$ cat config.mk
export PLATFORM = sky130hd
export DESIGN_NAME = cp0_exc_ctrl
export DESIGN_NICKNAME = d
export VERILOG_FILES = /design/src/rtl/cp0_exc_ctrl.sv
export SDC_FILE = /design/constraint.sdc
export NUM_CORES = 1
export LEC_CHECK = 0
export BUFFER_PORTS_ARGS = -buffer_cell sky130_fd_sc_hd__buf_4
export CELL_PAD_IN_SITES_DETAIL_PLACEMENT = 0
export CELL_PAD_IN_SITES_GLOBAL_PLACEMENT = 1
export CORE_MARGIN = 1.5
export CORE_UTILIZATION = 35
export DETAILED_ROUTE_END_ITERATION = 10
export GPL_ROUTABILITY_DRIVEN = 0
export PLACE_DENSITY = 0.92
export SLEW_MARGIN = 20
export SYNTH_ARGS = -nofsm -noshare
export SYNTH_HDL_FRONTEND = slang
export SYNTH_SLANG_ARGS = --single-unit
$ cat constraint.sdc
create_clock -name clk -period 5.9 [get_ports clk]
set_input_delay 0.295 -clock clk [delete_from_list [all_inputs] [get_ports clk]]
set_output_delay 0.295 -clock clk [all_outputs]
set_load 0.01 [all_outputs]
$ cat src/rtl/cp0_exc_ctrl.sv
// Coprocessor-0 status/cause/EPC block: decides exception or interrupt entry in the
// commit cycle, records the victim context, and serves mfc0/mtc0 and eret.
module cp0_exc_ctrl #(
  parameter logic [31:0] PRID       = 32'h0000_2019,
  parameter logic [31:0] HANDLER_PC = 32'h0000_4180
) (
  input  logic        clk,
  input  logic        reset,
  input  logic [5:0]  hw_int,
  input  logic [4:0]  sel,
  input  logic        we,
  input  logic [31:0] wdata,
  input  logic [31:0] pc,
  input  logic        bd,
  input  logic [4:0]  exc_code,
  input  logic        eret,
  output logic [31:0] rdata,
  output logic        req,
  output logic [31:0] epc_out,
  output logic [31:0] handler_pc
);

  localparam logic [4:0] SEL_SR    = 5'd12;
  localparam logic [4:0] SEL_CAUSE = 5'd13;
  localparam logic [4:0] SEL_EPC   = 5'd14;
  localparam logic [4:0] SEL_PRID  = 5'd15;

  logic [5:0]  im;
  logic        exl;
  logic        ie;
  logic        bd_q;
  logic [5:0]  ip;
  logic [4:0]  exc_q;
  logic [31:0] epc;

  logic        int_req;
  logic        exc_req;
  logic        write_sr;
  logic        write_epc;
  logic [31:0] epc_victim;
  logic [31:0] sr_word;
  logic [31:0] cause_word;

  assign int_req = (|(hw_int & im)) & ie & ~exl;
  assign exc_req = (exc_code != 5'd0) & ~exl;
  assign req     = int_req | exc_req;

  // An exception taken in the same cycle discards any pending mtc0.
  assign write_sr  = we & ~req & (sel == SEL_SR);
  assign write_epc = we & ~req & (sel == SEL_EPC);

  // Delay-slot victims resume at the branch; EPC is always word aligned.
  assign epc_victim = (bd ? (pc - 32'd4) : pc) & 32'hFFFF_FFFC;

  always_ff @(posedge clk) begin
    if (reset) begin
      im    <= 6'd0;
      exl   <= 1'b0;
      ie    <= 1'b0;
      bd_q  <= 1'b0;
      ip    <= 6'd0;
      exc_q <= 5'd0;
      epc   <= 32'd0;
    end else begin
      ip <= hw_int;
      if (req) begin
        exl   <= 1'b1;
        exc_q <= int_req ? 5'd0 : exc_code;
        bd_q  <= bd;
        epc   <= epc_victim;
      end else begin
        if (write_sr) begin
          im  <= wdata[15:10];
          exl <= wdata[1];
          ie  <= wdata[0];
        end
        if (write_epc) begin
          epc <= wdata;
        end
        if (eret) begin
          exl <= 1'b0;
        end
      end
    end
  end

  assign sr_word    = {16'd0, im, 8'd0, exl, ie};
  assign cause_word = {bd_q, 15'd0, ip, 3'd0, exc_q, 2'd0};

  always_comb begin
    rdata = 32'd0;
    case (sel)
      SEL_SR:    rdata = sr_word;
      SEL_CAUSE: rdata = cause_word;
      SEL_EPC:   rdata = epc;
      SEL_PRID:  rdata = PRID;
      default:   rdata = 32'd0;
    endcase
  end

  // Lets an eret pick up an EPC being written by mtc0 in the same cycle.
  assign epc_out    = (we && (sel == SEL_EPC)) ? wdata : epc;
  assign handler_pc = HANDLER_PC;

endmodule
==> impl_metrics.toml <==
[clock_network]
clk_pin_slew_worst_paths_ns = 0.09
cts_max_path_buffers = 2
cts_setup_buffers = 0
tritoncts = "built"
clkSinkCount = 52
cts-buffers-inserted = 5
post_cts_hold_buffer_count = 0
post_cts_resize_count = 0
cell_at_the_root_of_the_clock_tree = "sky130_fd_sc_hd__clkbuf_8"
clk_lat_worst_skew_ns = 0.31
cts.htree.levels = 2

[pwr]
p_leak_nw = 2.16
p_int_mw = 0.623
power_switching_mw = 0.256
powerDensity_mw_per_mm2 = 192
share_seq_of_total_power = 0.448
part_of_the_power_in_combinational_logic = 0.275
p_clk_frac = 0.277
total_power_mw = 0.879
power.share.switching = 0.292
irDropWorstVdd_mv = 0.0915

[layout]
synthToLayoutAreaGrowth_pct = 33.7
layoutNonFillerInstCount = 654
post_route_cell_area_sq_mm = 0.00458
antenna-diode-count = 0
fin_nets = 610
filler_cell_count = 950
drive_gt1_frac = 0.373

[synthesis]
synth_top_flop_cell = "sky130_fd_sc_hd__dfxtp_1"
synth.top_cell.area_share = 0.304
post_synth_inst_count = 395
ys_warn_count = 0
ys_async_sr_fraction = 0
synth_top_area_cell = "sky130_fd_sc_hd__dfxtp_1"
yosysSeqAreaShare = 0.304
ys_types = 48
yosys_reg_bits = 52
synth_area_sq_mm = 0.00343
ys_top_cells_by_area = "sky130_fd_sc_hd__dfxtp_1, sky130_fd_sc_hd__mux2_2, sky130_fd_sc_hd__buf_4"
post_synth.cell_area_avg_sq_um = 8.67
synth_edf_count = 0

[detailed_routing]
drt.antenna.violating_nets = 0
wirelength_um = 10900
detail_route.vias_per_cell = 5.09
detail_route.wl_per_cell_um = 16.6
drt_pass1_iterations = 4
drt_iter0_markers = 102
vias = 3331
detail_route.drc_violations = 0

[sta]
setup_viol = 0
grt_setup_unrepaired = "no"
max_clock_freq_ghz = 0.316
relSlewSlack = 0.333
finalCriticalPeriod_ns = 3.17
final-hold-violation-count = 0
report.final.slew_viol_count = 0
timing.setup.tns_ns = 0
min_period_over_period = 0.537
fin_skew_ns = 0.00553
finalWorstSetupSlack_ns = 2.73
tightestPinTransition_ns = 0.994

[global_routing]
number_of_global_route_vias_before_repair = 3049
antenna_found_initial = 0
grt_util_all_layers = 0.201
gr-total-overflow = 0
grt_first_pass_wirelength_um = 16000
maximum_number_of_pins_on_one_net_before_global_route_repair = 35

[die]
dieWidth_um = 102
initial_core_util = 0.366
die_h_um = 102
fp.coreArea_sq_mm = 0.00937
num_io_pins = 182
rows = 35
die_area_sq_mm = 0.0104

[worst_setup_path]
critPathArrivalTime_ns = 3.42
path_max_fanout = 34
critical_path.endpoint_type = "register"
criticalPathCategory = "in -> reg"
crit_required_ns = 6.15
startpoint_type = "primary input"

[placement]
portBuffers = 147
dp_slack_ns = 2.46
detailed_place_hpwl_um = 8590
placed_cells_incl_taps = 646
postPlaceCellArea_sq_mm = 0.00447

[run]
max-cap-violations = 0

[outcome]
run_status = "finished, final reports clean"

[worst_hold_path]
holdCritPathClass = "in -> reg"
-- state kept, by name, summed over array words and instances (netlist names) --
name and count:
ie 1, exl 1, im 6, exc_q 5, bd_q 1, epc 32
ip 6
-- cells in the mapped netlist, types with 4 or more instances --
master and instances:
sky130_fd_sc_hd__a21oi_1 14, sky130_fd_sc_hd__mux2_2 32, sky130_fd_sc_hd__nor3_1 9, sky130_fd_sc_hd__o211a_1 6
sky130_fd_sc_hd__and3_1 20, sky130_fd_sc_hd__mux2i_1 19, sky130_fd_sc_hd__o21ai_0 11, sky130_fd_sc_hd__xor2_1 10
sky130_fd_sc_hd__or4_1 6, sky130_fd_sc_hd__nand2_1 10, sky130_fd_sc_hd__nor2_1 42, sky130_fd_sc_hd__a22o_1 15
sky130_fd_sc_hd__xnor2_1 13, sky130_fd_sc_hd__buf_4 32, sky130_fd_sc_hd__nor4_1 9, sky130_fd_sc_hd__nor2b_1 10
sky130_fd_sc_hd__o31ai_1 5, sky130_fd_sc_hd__nand4_1 4, sky130_fd_sc_hd__a22oi_1 7, sky130_fd_sc_hd__clkbuf_1 19
sky130_fd_sc_hd__inv_1 5, sky130_fd_sc_hd__nand3_1 9, sky130_fd_sc_hd__dfxtp_1 52
-- area by class of cell --
class,count,area (sq um),area share
well taps,129,161,0.0352
clock inverters,3,42.5,0.00929
multi-input cells,310,2120,0.464
repair buffers,149,1120,0.244
flip-flops and latches,52,1040,0.227
clock buffers,5,68.8,0.0150
inverters,6,22.5,0.00492
-- worst max-delay path: stages --
cell	delay [ns]
sky130_fd_sc_hd__buf_4	0.11
sky130_fd_sc_hd__or4_1	0.56
sky130_fd_sc_hd__o21ba_2	0.25
sky130_fd_sc_hd__nor2_1	0.18
sky130_fd_sc_hd__clkinv_1	0.82
sky130_fd_sc_hd__nor2_2	0.93
sky130_fd_sc_hd__a22o_1	0.26
-- metal layers --
| metal | track usage | up-vias | routed length [um] |
|---|---|---|---|
| li1 | - | 1627 | - |
| met1 | 0.272 | 1539 | 4770 |
| met2 | 0.337 | 154 | 5230 |
| met3 | 0.0280 | 11 | 700 |
| met4 | 0.0537 | 0 | 162 |
| met5 | 0 | - | 0 |
-- logic make-up (layout without fill, tap and decap cells) --
| group | count (synthesis) | count (layout) | synth area share |
|---|---|---|---|
| flip-flops | 52 | 52 | 0.304 |
| buffers and inverters | 63 | 163 | 0.109 |
| AND/OR/NAND/NOR | 133 | 133 | 0.214 |
| adder cells (fa/ha/maj) | 1 | 1 | 0.00365 |
| XOR/XNOR | 23 | 23 | 0.0588 |
| multiplexers | 51 | 51 | 0.161 |
| AO/OA/AOI/OAI | 70 | 70 | 0.148 |
| other | 2 | 32 | 0.00219 |
-- path summary, 6_finish.rpt --
check	start	end	slack, ns	cells after the start
worst max-delay path	exc_code[1]	exc_q[2]	2.73	7
worst min-delay path	eret	exl	0.18	2
worst max register to register	im[1]	exc_q[2]	2.77	6
worst min register to register	exc_q[3]	exc_q[3]	0.48	1
-- power by group through the flow --
stage / Clock, mW / Sequential (mW) / Combinational (mW)
after floorplan: 0 / 0.395 / 0.142
after global placement: 0 / 0.400 / 0.238
after detailed placement: 0 / 0.402 / 0.241
after CTS: 0.250 / 0.393 / 0.242
after global routing: 0.264 / 0.397 / 0.263
final: 0.244 / 0.393 / 0.242
-- through the flow --
step	hold slack (ns)	utilization
floorplan	0.399	-
global placement	0.454	0.477
detailed placement	0.460	0.477
CTS	0.177	0.489
global route	0.171	0.489
finish	0.181	0.489
-- layout by cell type (no fill, tap or decap), types with 11 or more instances in the layout --
| cell | count |
|---|---|
| sky130_fd_sc_hd__dfxtp_1 | 52 |
| sky130_fd_sc_hd__o21ai_0 | 11 |
| sky130_fd_sc_hd__nor2_1 | 42 |
| sky130_fd_sc_hd__conb_1 | 32 |
| sky130_fd_sc_hd__a22o_1 | 15 |
| sky130_fd_sc_hd__mux2_2 | 32 |
| sky130_fd_sc_hd__and3_1 | 20 |
| sky130_fd_sc_hd__buf_4 | 149 |
| sky130_fd_sc_hd__mux2i_1 | 19 |
| sky130_fd_sc_hd__xnor2_1 | 13 |
| sky130_fd_sc_hd__a21oi_1 | 14 |
No activity file was read; power rests on OpenSTA's default activity.
